==> config.mk <==
export PLATFORM = sky130hd
export DESIGN_NAME = avalon_sdram_width_adapter
export DESIGN_NICKNAME = d
export VERILOG_FILES = /design/src/rtl/sdram_adapter_pkg.sv /design/src/rtl/sdram_rd_assembler.sv /design/src/rtl/avalon_sdram_width_adapter.sv
export SDC_FILE = /design/constraint.sdc
export NUM_CORES = 1
export LEC_CHECK = 0
export ABC_CLOCK_PERIOD_IN_PS = 2300
export BUFFER_PORTS_ARGS = -buffer_cell sky130_fd_sc_hd__buf_2
export CORE_MARGIN = 2
export CORE_UTILIZATION = 34
export DETAILED_ROUTE_END_ITERATION = 6
export PLACE_DENSITY = 0.86
export SYNTH_ARGS = -nofsm -noshare
export SYNTH_HDL_FRONTEND = slang
export SYNTH_SLANG_ARGS = --single-unit
==> constraint.sdc <==
create_clock -name clk -period 2.3 [get_ports clk]
set_clock_uncertainty 0.1 [all_clocks]
set_input_delay 0.115 -clock clk [delete_from_list [all_inputs] [get_ports clk]]
set_output_delay 0.115 -clock clk [all_outputs]
set_load 0.02 [all_outputs]
==> src/rtl/sdram_adapter_pkg.sv <==
`default_nettype none
// +--------------------------------------------------------------------+
// | sdram_adapter_pkg                                                  |
// | Shared types and helpers for the 32-to-16 SDRAM width adapter.     |
// | Revision: 1.0                                                      |
// +--------------------------------------------------------------------+
package sdram_adapter_pkg;

  typedef enum logic [0:0] {
    PH_LO = 1'b0,
    PH_HI = 1'b1
  } phase_e;

  // Counter must hold the value MAX_PEND itself, not just MAX_PEND-1.
  function automatic int pend_width(input int max_pend);
    return $clog2(max_pend + 1);
  endfunction

endpackage

`default_nettype wire

==> src/rtl/sdram_rd_assembler.sv <==
`default_nettype none
// +--------------------------------------------------------------------+
// | sdram_rd_assembler                                                 |
// | Pairs returning 16-bit read halves into 32-bit upstream words.     |
// | Revision: 1.0                                                      |
// +--------------------------------------------------------------------+
module sdram_rd_assembler (
  input  logic        clk,
  input  logic        reset,
  input  logic        m_readdatavalid,
  input  logic [15:0] m_readdata,
  output logic        s_readdatavalid,
  output logic [31:0] s_readdata
);

  logic        rd_hi_q, rd_hi_d;
  logic [15:0] lo_q, lo_d;

  always_ff @(posedge clk or negedge reset) begin
    if (!reset) begin
      rd_hi_q <= 1'b0;
      lo_q    <= 16'h0000;
    end else begin
      rd_hi_q <= rd_hi_d;
      lo_q    <= lo_d;
    end
  end

  always_comb begin
    rd_hi_d = rd_hi_q;
    lo_d    = lo_q;
    if (m_readdatavalid) begin
      rd_hi_d = ~rd_hi_q;
      if (!rd_hi_q) begin
        lo_d = m_readdata;
      end
    end
  end

  // Upper half is forwarded straight through so the word is valid with it.
  always_comb begin
    s_readdatavalid = m_readdatavalid & rd_hi_q;
    s_readdata      = s_readdatavalid ? {m_readdata, lo_q} : 32'h0000_0000;
  end

endmodule

`default_nettype wire

==> src/rtl/avalon_sdram_width_adapter.sv <==
`default_nettype none
// +--------------------------------------------------------------------+
// | avalon_sdram_width_adapter                                         |
// | Splits 32-bit Avalon-MM accesses into 16-bit controller accesses.  |
// | Revision: 1.0                                                      |
// +--------------------------------------------------------------------+
module avalon_sdram_width_adapter
  import sdram_adapter_pkg::*;
#(
  parameter int SADDR_W  = 24,
  parameter int MAX_PEND = 8
) (
  input  logic               clk,
  input  logic               reset,
  input  logic               s_read,
  input  logic               s_write,
  input  logic [SADDR_W-1:0] s_address,
  input  logic [3:0]         s_byteenable,
  input  logic [31:0]        s_writedata,
  output logic               s_waitrequest,
  output logic               s_readdatavalid,
  output logic [31:0]        s_readdata,
  output logic               m_read,
  output logic               m_write,
  output logic [SADDR_W:0]   m_address,
  output logic [1:0]         m_byteenable,
  output logic [15:0]        m_writedata,
  input  logic               m_waitrequest,
  input  logic               m_readdatavalid,
  input  logic [15:0]        m_readdata
);

  localparam int                PEND_W   = pend_width(MAX_PEND);
  localparam logic [PEND_W-1:0] PEND_LIM = PEND_W'(MAX_PEND - 2);

  phase_e            phase_q, phase_d;
  logic [PEND_W-1:0] pend_q, pend_d;
  logic              rd_req, wr_req;
  logic              be_lo_any, be_hi_any;
  logic              half_hi;
  logic              accept;
  logic              m_read_w, m_write_w;

  always_ff @(posedge clk or negedge reset) begin
    if (!reset) begin
      phase_q <= PH_LO;
      pend_q  <= '0;
    end else begin
      phase_q <= phase_d;
      pend_q  <= pend_d;
    end
  end

  always_comb begin
    phase_d = phase_q;
    if (rd_req) begin
      if (phase_q == PH_LO) begin
        if (m_read_w && !m_waitrequest) phase_d = PH_HI;
      end else if (!m_waitrequest) begin
        phase_d = PH_LO;
      end
    end else if (wr_req) begin
      if (phase_q == PH_HI) begin
        if (!m_waitrequest) phase_d = PH_LO;
      end else if (be_lo_any && be_hi_any && !m_waitrequest) begin
        phase_d = PH_HI;
      end
    end
  end

  // A write with an empty low half presents its high half immediately.
  always_comb begin
    rd_req    = reset & s_read;
    wr_req    = reset & s_write & ~s_read;
    be_lo_any = |s_byteenable[1:0];
    be_hi_any = |s_byteenable[3:2];
    half_hi   = (phase_q == PH_HI) || (wr_req && !be_lo_any);
    m_read_w  = rd_req && ((phase_q == PH_HI) || (pend_q <= PEND_LIM));
    m_write_w = wr_req && (half_hi ? be_hi_any : 1'b1);
    accept    = 1'b0;
    if (rd_req) begin
      accept = (phase_q == PH_HI) && !m_waitrequest;
    end else if (wr_req) begin
      if (!be_lo_any && !be_hi_any) begin
        accept = 1'b1;
      end else if (half_hi) begin
        accept = !m_waitrequest;
      end else begin
        accept = !be_hi_any && !m_waitrequest;
      end
    end
  end

  always_comb begin
    pend_d = pend_q;
    case ({m_read_w && !m_waitrequest, m_readdatavalid})
      2'b10:   pend_d = pend_q + 1'b1;
      2'b01:   pend_d = pend_q - 1'b1;
      default: pend_d = pend_q;
    endcase
  end

  always_comb begin
    s_waitrequest = ~accept;
    m_read        = m_read_w;
    m_write       = m_write_w;
    m_address     = {s_address, half_hi};
    m_byteenable  = half_hi ? s_byteenable[3:2] : s_byteenable[1:0];
    m_writedata   = half_hi ? s_writedata[31:16] : s_writedata[15:0];
  end

  sdram_rd_assembler u_asm (
    .clk             (clk),
    .reset           (reset),
    .m_readdatavalid (m_readdatavalid),
    .m_readdata      (m_readdata),
    .s_readdatavalid (s_readdatavalid),
    .s_readdata      (s_readdata)
  );

endmodule

`default_nettype wire

==> run metrics <==
run status=finished clean; Final Wtd Congestion=0.7576; count of nets after finishing=370; synthesis-stage register bit count=22; Final Cycle Share=98.55%; highest net fanout along the worst path=6; routed vias=roughly 1,700; worst path cell trace=a31oi_4 -> o211a_1 -> nand2_2 -> ha_4 -> ha_4 -> or4b_4 -> o311ai_2 -> o211ai_1; post-synthesis instance total=175; post-synth cell types=38; global-route track usage on met2=~30%; met3 global-route usage=under 10%; Async SR Flop Fraction=100.0%; cell at the slowest stage of the critical path=or4b_4; CP Class=reg2reg; Hold Crit Class=in2reg; fraction of layout cells with a size suffix above 1=61.13%; area of combinational cells with multiple inputs=0.001022 mm²; total iterations of the first detailed-routing run=4; Avg WL per Cell=14.52 µm; instance count along the most critical hold path=2; Bufs on Longest Clock Path=2; clock period minus final worst setup slack=~2300 ps; P&R area growth vs syn=41.66%; Slew HR=78.39%; global-route wire length before repair=7859 µm; Remaining DRCs=0; Pwr per Cell Area=1046 mW/mm²; maximum ir drop on the vdd rail=0.4903 mV; global-route layer with the greatest usage=met2; total length of routed wires=5127 µm; endpoint of the worst-slack reg-to-reg timing path=pend_q[3]$_DFFE_PN0P_; global-route usage over all layers=16.15%; Port Buf Inserts=around 110; final core area utilization=50.24%; Static Leakage=1.469 nW; number of buffers created by CTS=3; library cell with the largest summed area after synthesis=dfrtp_1; share of synthesized area occupied by flip-flops and latches=a little under a third; met1 track demand over resource in global routing=18.65%; standard-cell row count=26; most used flip-flop cell after synthesis=dfrtp_1; CTS clk-pin slew, worst paths=80 ps; Max Cap Viol=0; CP endpoint kind=register; setup slack of the most critical reg-to-reg path=30 ps; cell repeated most along the worst path=ha_4; Ports=161; unrepaired setup endpoints after global routing=true; cell chosen for the clock root=clkbuf_8; worst setup slack before clock tree synthesis=-5.310 ps; Vias/cell=about 4.8; antenna violations before repair=0; global-route congestion overflow total=0; CTS tree=built; number of H-tree levels=1; initial core utilization=between 30% and 40%; nature of the critical path startpoint=register; synthesized area per cell=10.42 µm²; data required time at the worst endpoint=2340 ps; dpl hpwl=3722 µm; final worst setup slack=33.43 ps; count of nets left with antenna violations after detail routing=0; data arrival time at the worst-slack endpoint=2310 ps; setup-violating endpoint count in the final report=0; flip-flop and latch area=553.0 µm²; Clk Latency, worst-skew pair=260 ps; Final Hold Violating Endpoints=0; post-synthesis net count=261; actual slew at the worst max-slew pin=about 320 ps; startpoint of the lowest-slack register-to-register path=pend_q[3]$_DFFE_PN0P_; violation count after the first detailed-route iteration=45; total inserted antenna cells=0; die extent in y=77.23 µm; Highest Clock Rate=441.2 MHz; largest net degree at the start of global routing=36; hold endpoint=u_asm.lo_q[2]$_DFFE_PN0P_; Min-Delay Startpoint=m_readdata[2]; cell types with the largest area share after synthesis=dfrtp_1 (30%), mux2_4 (13%), and3_1 (11%); count of flip-flops with a built-in enable after synthesis=0; count of final max-slew check failures=0; Die Width=77.23 µm; Sink Count=22; Core Area=0.005140 mm²; full die area=0.005964 mm²; Layout fillers=just under 500; number of global-route vias before repair=about 1,700; cells on worst reg2reg path=8; area share of the largest cell type after synthesis=a little under a third; netlist area before placement=0.001823 mm²; Final TNS setup=0 ps; yosys synthesis warning count=0; CP max stage delay=510 ps
[state kept, by name, indices dropped and copies added (netlist names)]
name           cells
u_asm.lo_q        16
phase_q            1
pend_q             4
u_asm.rd_hi_q      1
[cell families after synthesis]
kind of cell | share of synthesized area (%)
flip-flops | 30.20
multiplexers | 24.78
adder cells (fa/ha/maj) | 3.707
buffers and inverters | 16.68
XOR/XNOR | 1.442
AO/OA/AOI/OAI | 7.207
AND/OR/NAND/NOR | 15.99
[area by class of cell]
class | instances | share of cell area [%]
timing repair buffer | 140 | 31.40
inverter | 10 | 1.453
tap | 70 | 3.391
clock inverter | 1 | 1.163
multi-input combinational | 107 | 39.58
sequential | 22 | 21.41
clock buffer | 3 | 1.599
[per-layer routing]
metal  share of wire [%]  vias up
met5                   0        -
li1                    -      811
met2                  52       72
met4                 2.1        0
met1                  40      781
met3                 6.0       16
[power by group]
group	total, mW	internal, mW	switching, mW
Sequential	0.706	0.588	0.119
Combinational	1.63	0.784	0.851
Clock	0.361	0.233	0.129
Total	2.70	1.60	1.10
[metrics by stage]
step                      hold slack, ps  cell area, µm²  std cells  power, mW
after global placement            -7.257            2300        330      2.204
after global routing               6.823            2582        353      2.884
after detailed placement          -19.44            2300        330      2.263
after CTS                         0.6834            2537        350      2.664
after floorplan                   -280.6            1851        175      1.904
final                              5.534            2582        353      2.702
[synth_stat cells (3+ instances only)]
| library cell | number |
|---|---|
| nor3b_1 | 3 |
| nor2_1 | 3 |
| ha_1 | 3 |
| mux2_4 | 16 |
| dfrtp_1 | 22 |
| o21ai_0 | 4 |
| and3_1 | 32 |
| inv_1 | 10 |
| clkbuf_1 | 6 |
| mux2_2 | 17 |
| buf_4 | 25 |
[how the worst max path moves through the flow]
stage / slack [ps] / endpoint / startpoint
floorplan: -6 / pend_q[3]$_DFFE_PN0P_ / pend_q[2]$_DFFE_PN0P_
global placement: 120 / pend_q[3]$_DFFE_PN0P_ / pend_q[1]$_DFFE_PN0P_
detailed placement: -5 / pend_q[3]$_DFFE_PN0P_ / pend_q[1]$_DFFE_PN0P_
CTS: 20 / pend_q[3]$_DFFE_PN0P_ / pend_q[3]$_DFFE_PN0P_
global route: -60 / pend_q[3]$_DFFE_PN0P_ / pend_q[3]$_DFFE_PN0P_
finish: 30 / pend_q[3]$_DFFE_PN0P_ / pend_q[3]$_DFFE_PN0P_
[worst max-delay path: cells and delay by family (launching register included)]
| family | cells | cell delay, ps |
|---|---|---|
| compound gates | 4 | 580 |
| simple gates | 2 | 570 |
| flops | 1 | 460 |
| fa+ha+maj | 2 | 430 |
[what timing repair did]
action	4_1_cts	5_1_grt
pin swaps	0	3
endpoints found under the setup margin	1	1
gates resized for setup	1	6
hold endpoints to repair	36	0
buffers inserted	0	3
hold buffers	16	0
[layout by cell type, fill, tap and decap left out, types with 4 or more instances in the layout]
master / count
buf_2: 112
dfrtp_1: 20
inv_1: 10
mux2_2: 17
mux2_4: 16
dlygate4sd3_1: 16
o21ai_0: 4
and3_1: 32
buf_4: 12
(Power assumes the default switching activity.)
